--- src/rtl/wb_queue_unit.sv ---
// Write-back stage: selects one of four result sources and queues register writes in a
// DEPTH-entry FIFO drained into the register file. Define WB_FWD_EN to build the forwarding lookup.
module wb_queue_unit #(
    parameter int DATA_W = 16,
    parameter int REG_AW = 4,
    parameter int DEPTH  = 4
) (
    input  logic                       clk,
    input  logic                       rst,
    input  logic                       in_valid,
    output logic                       in_ready,
    input  logic [1:0]                 wb_sel,
    input  logic                       reg_write_in,
    input  logic [REG_AW-1:0]          reg_rd_in,
    input  logic [DATA_W-1:0]          alu_result,
    input  logic [DATA_W-1:0]          mem_read_data,
    input  logic [DATA_W-1:0]          pc_link,
    input  logic [DATA_W-1:0]          imm_data,
    input  logic                       reg_wr_ready,
    output logic                       RegWrite,
    output logic [REG_AW-1:0]          reg_rd_out,
    output logic [DATA_W-1:0]          write_back_data,
    output logic [$clog2(DEPTH):0]     count,
    input  logic [REG_AW-1:0]          fwd_rd,
    output logic                       fwd_hit,
    output logic [DATA_W-1:0]          fwd_data
);

    localparam int PTR_W = $clog2(DEPTH);
    localparam int CNT_W = PTR_W + 1;

    logic [PTR_W-1:0]  wr_ptr_q, wr_ptr_d;
    logic [PTR_W-1:0]  rd_ptr_q, rd_ptr_d;
    logic [CNT_W-1:0]  count_q, count_d;
    logic [REG_AW-1:0] rd_mem_q   [DEPTH];
    logic [DATA_W-1:0] data_mem_q [DEPTH];

    logic [DATA_W-1:0] sel_data;
    logic              push;
    logic              pop;

    always_comb begin
        sel_data = alu_result;
        case (wb_sel)
            2'd0:    sel_data = alu_result;
            2'd1:    sel_data = mem_read_data;
            2'd2:    sel_data = pc_link;
            default: sel_data = imm_data;
        endcase
    end

    // Accepted instructions that do not write a real register are consumed without a slot.
    assign in_ready = (count_q < CNT_W'(DEPTH));
    assign push     = in_valid && in_ready && reg_write_in && (reg_rd_in != '0);
    assign RegWrite = (count_q != '0);
    assign pop      = RegWrite && reg_wr_ready;

    always_comb begin
        wr_ptr_d = wr_ptr_q;
        rd_ptr_d = rd_ptr_q;
        count_d  = count_q;
        if (push) begin
            wr_ptr_d = wr_ptr_q + PTR_W'(1);
        end
        if (pop) begin
            rd_ptr_d = rd_ptr_q + PTR_W'(1);
        end
        case ({push, pop})
            2'b10:   count_d = count_q + CNT_W'(1);
            2'b01:   count_d = count_q - CNT_W'(1);
            default: count_d = count_q;
        endcase
    end

    always_ff @(posedge clk or posedge rst) begin
        if (rst) begin
            wr_ptr_q <= '0;
            rd_ptr_q <= '0;
            count_q  <= '0;
        end else begin
            wr_ptr_q <= wr_ptr_d;
            rd_ptr_q <= rd_ptr_d;
            count_q  <= count_d;
        end
    end

    // Entry storage needs no reset: nothing is visible unless count marks it valid.
    always_ff @(posedge clk) begin
        if (push) begin
            rd_mem_q[wr_ptr_q]   <= reg_rd_in;
            data_mem_q[wr_ptr_q] <= sel_data;
        end
    end

    assign count           = count_q;
    assign reg_rd_out      = RegWrite ? rd_mem_q[rd_ptr_q]   : '0;
    assign write_back_data = RegWrite ? data_mem_q[rd_ptr_q] : '0;

`ifdef WB_FWD_EN
    logic [PTR_W-1:0] fwd_idx;

    // Walk oldest to youngest so the last match found is the youngest one.
    always_comb begin
        fwd_hit  = 1'b0;
        fwd_data = '0;
        fwd_idx  = '0;
        for (int k = 0; k < DEPTH; k++) begin
            fwd_idx = rd_ptr_q + PTR_W'(k);
            if ((CNT_W'(k) < count_q) && (fwd_rd != '0) && (rd_mem_q[fwd_idx] == fwd_rd)) begin
                fwd_hit  = 1'b1;
                fwd_data = data_mem_q[fwd_idx];
            end
        end
    end
`else
    logic unused_fwd_rd;

    assign unused_fwd_rd = ^fwd_rd;
    assign fwd_hit       = 1'b0;
    assign fwd_data      = '0;
`endif

endmodule

--- config.mk ---
export PLATFORM = sky130hd
export DESIGN_NAME = wb_queue_unit
export DESIGN_NICKNAME = d
export VERILOG_FILES = /design/src/rtl/wb_queue_unit.sv
export SDC_FILE = /design/constraint.sdc
export NUM_CORES = 1
export LEC_CHECK = 0
export CAP_MARGIN = 40
export CORE_ASPECT_RATIO = 1.75
export CORE_MARGIN = 2
export CORE_UTILIZATION = 59
export CTS_BUF_LIST = sky130_fd_sc_hd__clkbuf_4 sky130_fd_sc_hd__clkbuf_8
export DETAILED_ROUTE_END_ITERATION = 8
export DONT_BUFFER_PORTS = 1
export GPL_TIMING_DRIVEN = 0
export PLACE_DENSITY = 0.87
export SLEW_MARGIN = 20
export SYNTH_ARGS = -nofsm -noshare
export SYNTH_HDL_FRONTEND = slang
export SYNTH_SLANG_ARGS = --single-unit
--- constraint.sdc ---
create_clock -name clk -period 2 [get_ports clk]
set_input_delay 0.4 -clock clk [delete_from_list [all_inputs] [get_ports clk]]
set_output_delay 0.4 -clock clk [all_outputs]
set_load 0.01 [all_outputs]
### After elaboration in Yosys (flattened, before gate mapping)

Memory sizes are Yosys's and may differ from the RTL's.
Index checks and enable logic that the tools add are counted.

| operators by class | value |
|---|---|
| eq/ne operators | 4 |
| reduce and logical (&&, ||, !) cells | 8 |
| muxes and demuxes | 6 |
| order comparisons | 1 |
| add/subtract/negate cells | 4 |

Operators by type and width:

| cell | count |
|---|---|
| $pmux W16 S3 | 1 |
| $mux W16 | 1 |
| $pmux W3 S2 | 1 |
| $add A2 B1 Y2 const B | 2 |
| $eq A2 B1 Y1 const B | 2 |
| $eq A2 B2 Y1 const B | 2 |
| $logic_and A1 B1 Y1 | 4 |
| $mux W4 | 1 |
| $reduce_bool A4 Y1 | 1 |
| $add A3 B1 Y3 const B | 1 |
| $lt A3 B3 Y1 const B | 1 |
| $reduce_bool A3 Y1 | 1 |
| $sub A3 B1 Y3 const B | 1 |
| $logic_not A2 Y1 | 1 |
| $mux W1 | 2 |
| $reduce_bool A2 Y1 | 1 |

| word-level totals | value |
|---|---|
| RAM bits | 80 |
| bits of input ports | 79 |
| memories kept | 2 |
| output and inout port bits | 42 |
| word-level logic and storage cells | 28 |
| register bits | 7 |

Memory list:

| name | words | bits a word | rd ports | clocked after memory_dff | wr ports | RTL line | RTL |
|---|---|---|---|---|---|---|---|
| data_mem_q | 4 | 16 | 1 | 0 | 1 | 36 | `logic [DATA_W-1:0] data_mem_q [DEPTH];` |
| rd_mem_q | 4 | 4 | 1 | 0 | 1 | 35 | `logic [REG_AW-1:0] rd_mem_q [DEPTH];` |

### Longest topological paths before layout

| logic depth | value |
|---|---|
| word-level depth | 6 |
| depth in mapped cells | 9 |
| gate-level depth less buffers | 9 |

### Worst setup path after synthesis

Ideal clock, no wire load.

| timing path | value |
|---|---|
| path kind | input-to-reg |
| start point | input port reg_rd_in[1] |
| end point | register count_q[2], in the netlist count[2] |
| arrival time | 1.837 ns |
| data required time | 1.920 ns |
| path slack | 0.083 ns |
| buffers on the path | 0 |
| library setup time | 0.080 ns |
| stages on the path | 9 |
| cells stage by stage | nor4_1 -> nor3_2 -> inv_1 -> ha_1 -> inv_1 -> fa_1 -> xor2_1 -> nor2_1 -> xnor2_1 |

| on the way | value |
|---|---|
| word-level cells in the longest chain between the ends | 4 |
| elaborated cells on any way between the ends | 6 |
| classes of those cells | eq/ne (2); mux (1); reduce/logical (3) |

Ends and longest elaborated chain:

| what | RTL line | RTL |
|---|---|---|
| start: declaration | 14 | `input logic [REG_AW-1:0] reg_rd_in,` |
| $reduce_bool A4 Y1 (*) | 54 | `assign push = in_valid && in_ready && reg_write_in && (reg_rd_in != '0);` |
| $logic_and A1 B1 Y1 (*) | 54 |  |
| $eq A2 B1 Y1 or $eq A2 B2 Y1 (tied branches) | 68 | `case ({push, pop})` |
| $pmux W3 S2 or $reduce_bool A2 Y1 (tied branches) | -- |  |
| end signal: assignment | 83 | `count_q <= count_d;` |
| end: declaration | 34 | `logic [CNT_W-1:0] count_q, count_d;` |

Every way passes the cells marked *; elsewhere a longest branch is shown, timed or not.
A chain may end at the register's enable or synchronous reset.

### Worst setup path in the final report

| timing path | value |
|---|---|
| start point | register rd_ptr_q[0] |
| end point | output port write_back_data[11] |

| on the way | value |
|---|---|
| word-level cells in the longest chain between the ends | 2 |

Ends and longest elaborated chain:

| what | RTL line | RTL |
|---|---|---|
| start: declaration | 33 | `logic [PTR_W-1:0] rd_ptr_q, rd_ptr_d;` |
| start signal: assignment | 82 | `rd_ptr_q <= rd_ptr_d;` |
| $mem_v2 Z4 W16 | -- |  |
| $mux W16 | 97 | `assign write_back_data = RegWrite ? data_mem_q[rd_ptr_q] : '0;` |
| end: declaration | 22 | `output logic [DATA_W-1:0] write_back_data,` |

Every way passes these cells.

==> flow_metrics.env <==
export IMPL_drc=0
export IMPL_layout_drive_gt1_share=0.488
export IMPL_seq_area_frac_synth=0.649
export IMPL_fmax_mhz=476
export IMPL_wl_um=7210
export IMPL_initial_core_util=0.607
export IMPL_drt_initial_drc_count=111
export IMPL_cts_buffer_depth=2
export IMPL_outcome="complete, but fails checks"
export IMPL_max_stage_delay_ns=0.53
export IMPL_grtUsageTotal=0.212
export IMPL_finalWorstSetupSlack_ns=-0.101
export IMPL_die_h_um=113
export IMPL_die_x_um=66.0
export IMPL_min_delay_path_class="input pin to flop"
export IMPL_setup_viol=20
export IMPL_crit_type="flop to output port"
export IMPL_slew_viol_final=0
export IMPL_vdd_drop_max_mv=0.640
export IMPL_yosys_warnings=0
export IMPL_cp_start_kind="flop"
export IMPL_area_growth_pct=16.1
export IMPL_rr_startpoint="count[2]$_DFFE_PP0P_"
export IMPL_vias=1933
export IMPL_nets=328
export IMPL_drv_cap=0
export IMPL_grt_max_degree=16
export IMPL_worstPathCellList="buf_12 > buf_12 > mux4_2 > and2_4"
export IMPL_io_buffers=0
export IMPL_grt_overflow=0
export IMPL_cp_required_ns=1.60
export IMPL_yosysUniqueCellTypes=23
export IMPL_clock_sinks=87
export IMPL_place_ws_ns=-0.370
export IMPL_viasPerCell=5.86
export IMPL_grt_pass1_wl_um=10800
export IMPL_synth_seq_cells=87
export IMPL_grt_pass1_vias=2046
export IMPL_htree_levels=3
export IMPL_antenna_left=0
export IMPL_violations="negative setup slack"
export IMPL_rsz0062_at_grt="yes"
export IMPL_stdcell_area_mm2=0.00461
export IMPL_hold_path_startpoint="reg_rd_in[1]"
export IMPL_io_pins=121
export IMPL_clk_pin_slew_ns=0.08
export IMPL_syn_area_mm2=0.00397
export IMPL_tightest_slew_ns=0.532
export IMPL_first_pass_iters=4
export IMPL_postSynthCellCount=204
export IMPL_fin_util=0.705
export IMPL_leakagePower_nw=1.65
export IMPL_final_min_clock_period_ns=2.10
export IMPL_arrival_ns=1.70
export IMPL_fin_hold_ws_ns=0.142
export IMPL_gp_congestion=0.711
export IMPL_post_route_period_util=1.05
export IMPL_worstSetupEndpointType="output port"
export IMPL_cts_tree="yes"
export IMPL_clk_latency_ns=0.35
export IMPL_crit_path_frequent_cell="buf_12"
export IMPL_critPathTopFamily="multiplexers"
export IMPL_dieArea_mm2=0.00743
export IMPL_placed_area_mm2=0.00419
export IMPL_p_total_mw=5.79
export IMPL_antenna_cells=0
export IMPL_core_mm2=0.00654
export IMPL_max_slew_margin=0.643
export IMPL_worst_path_max_fanout=5
export IMPL_wire_per_inst_um=21.8
export IMPL_avgSynthCellArea_um2=19.5
export IMPL_root_buffer="clkbuf_8"
export IMPL_antenna_found_initial=0
export IMPL_fin_worst_skew_ns=0.00537
export IMPL_cts_buffers=9
export IMPL_startpoint="rd_ptr_q[0]$_DFFE_PP0P_"
export IMPL_cp_slowest_cell="mux4_2"
export IMPL_dp_hpwl_um=4850
export IMPL_critPathBufInv=2
export IMPL_num_rows=39
export IMPL_power_density_mw_per_mm2=1260
export IMPL_hold_violations=0
## final timing paths
path | cells past startpoint | end | slack (ns)
max reg2reg | 8 | count[2]$_DFFE_PP0P_ | 0.08
max in group asynchronous | 2 | count[0]$_DFFE_PP0P_ | 1.35
min reg2reg | 1 | count[0]$_DFFE_PP0P_ | 0.56
min | 0 | rd_mem_q[2][1]$_DFFE_PP_ | 0.14
max | 4 | write_back_data[11] | -0.10
min in group asynchronous | 2 | count[1]$_DFFE_PP0P_ | 0.42
## power breakdown
part,leakage (nW),switching (mW),total (mW),internal (mW)
clock network,0.105,0.546,1.16,0.611
registers,0.801,0.126,2.34,2.21
logic,0.747,1.00,2.29,1.29
total,1.65,1.68,5.79,4.11
## registers in the layout (all words and copies together), names as in the netlist
signal,cells
data_mem_q,64
rd_ptr_q,2
wr_ptr_q,2
rd_mem_q,16
count,3
## metrics by stage
step / std cells / setup TNS [ns]
2_1_floorplan: 220 / 0
3_3_place_gp: 302 / -13.26
3_5_place_dp: 306 / -3.00
4_1_cts: 328 / -1.67
5_1_grt: 330 / -2.43
6_report: 330 / -1.17
## repair_timing
item,CTS,global route
resized for setup,34,11
hold buffers,1,0
endpoints found under the hold margin,7,0
pin swaps,15,6
setup buffers,3,2
cloned,2,0
endpoints found under the setup margin,23,67
## synthesized netlist by cell type
cell type	number	share of area
and2_1	25	0.039
or3_1	1	0.0016
mux4_1	2	0.013
conb_1	1	0.00094
mux2i_1	1	0.0025
inv_1	8	0.0076
nand3_1	1	0.0013
buf_6	2	0.0057
edfxtp_1	80	0.61
nand2_1	1	0.00094
mux4_2	34	0.19
buf_2	4	0.0050
ha_1	5	0.016
xor2_1	2	0.0044
nor2_1	1	0.00094
clkbuf_1	2	0.0019
nor4_1	1	0.0016
xnor2_1	4	0.0088
nor3_2	1	0.0025
fa_1	1	0.0050
dfrtp_1	7	0.044
mux2_2	1	0.0028
buf_4	19	0.036
## placed cells by master, fill, tap and decap left out, drive strengths merged
cell type    count
edfxtp          80
buf             38
mux4            36
and2            25
conb            17
clkbuf          16
inv              8
dfrtp            7
ha               5
xnor2            4
xor2             2
mux2i            1
or3              1
nor4             1
nand2            1
nor3             1
nor2             1
nand3            1
mux2             1
fa               1
dlygate4sd3      1
## logic make-up after synthesis
group	Yosys count	synth area share
xor gates and xnor gates	6	0.0132
DFF	87	0.649
buffers and inverters	35	0.0561
and+or+nand+nor	31	0.0482
muxes	38	0.211
adders and majority gates	6	0.0208
other	1	0.000945
## routing by layer
metal	track usage	share of wire	vias to the layer above
li1	-	-	840
met1	0.246	0.34	977
met2	0.361	0.56	99
met3	0.0451	0.062	17
met4	0.113	0.029	0
met5	0	0	-
## layout make-up
class                           count  area [µm²]
Tap cell                           82         103
Sequential cell                    87        2580
Buffer                             27         218
Clock buffer                       16         195
Inverter                            8        30.0
Fill cell                         407        1930
Timing Repair Buffer               12         175
Multi-Input combinational cell     98        1310
No activity file was read; power rests on OpenSTA's default activity.
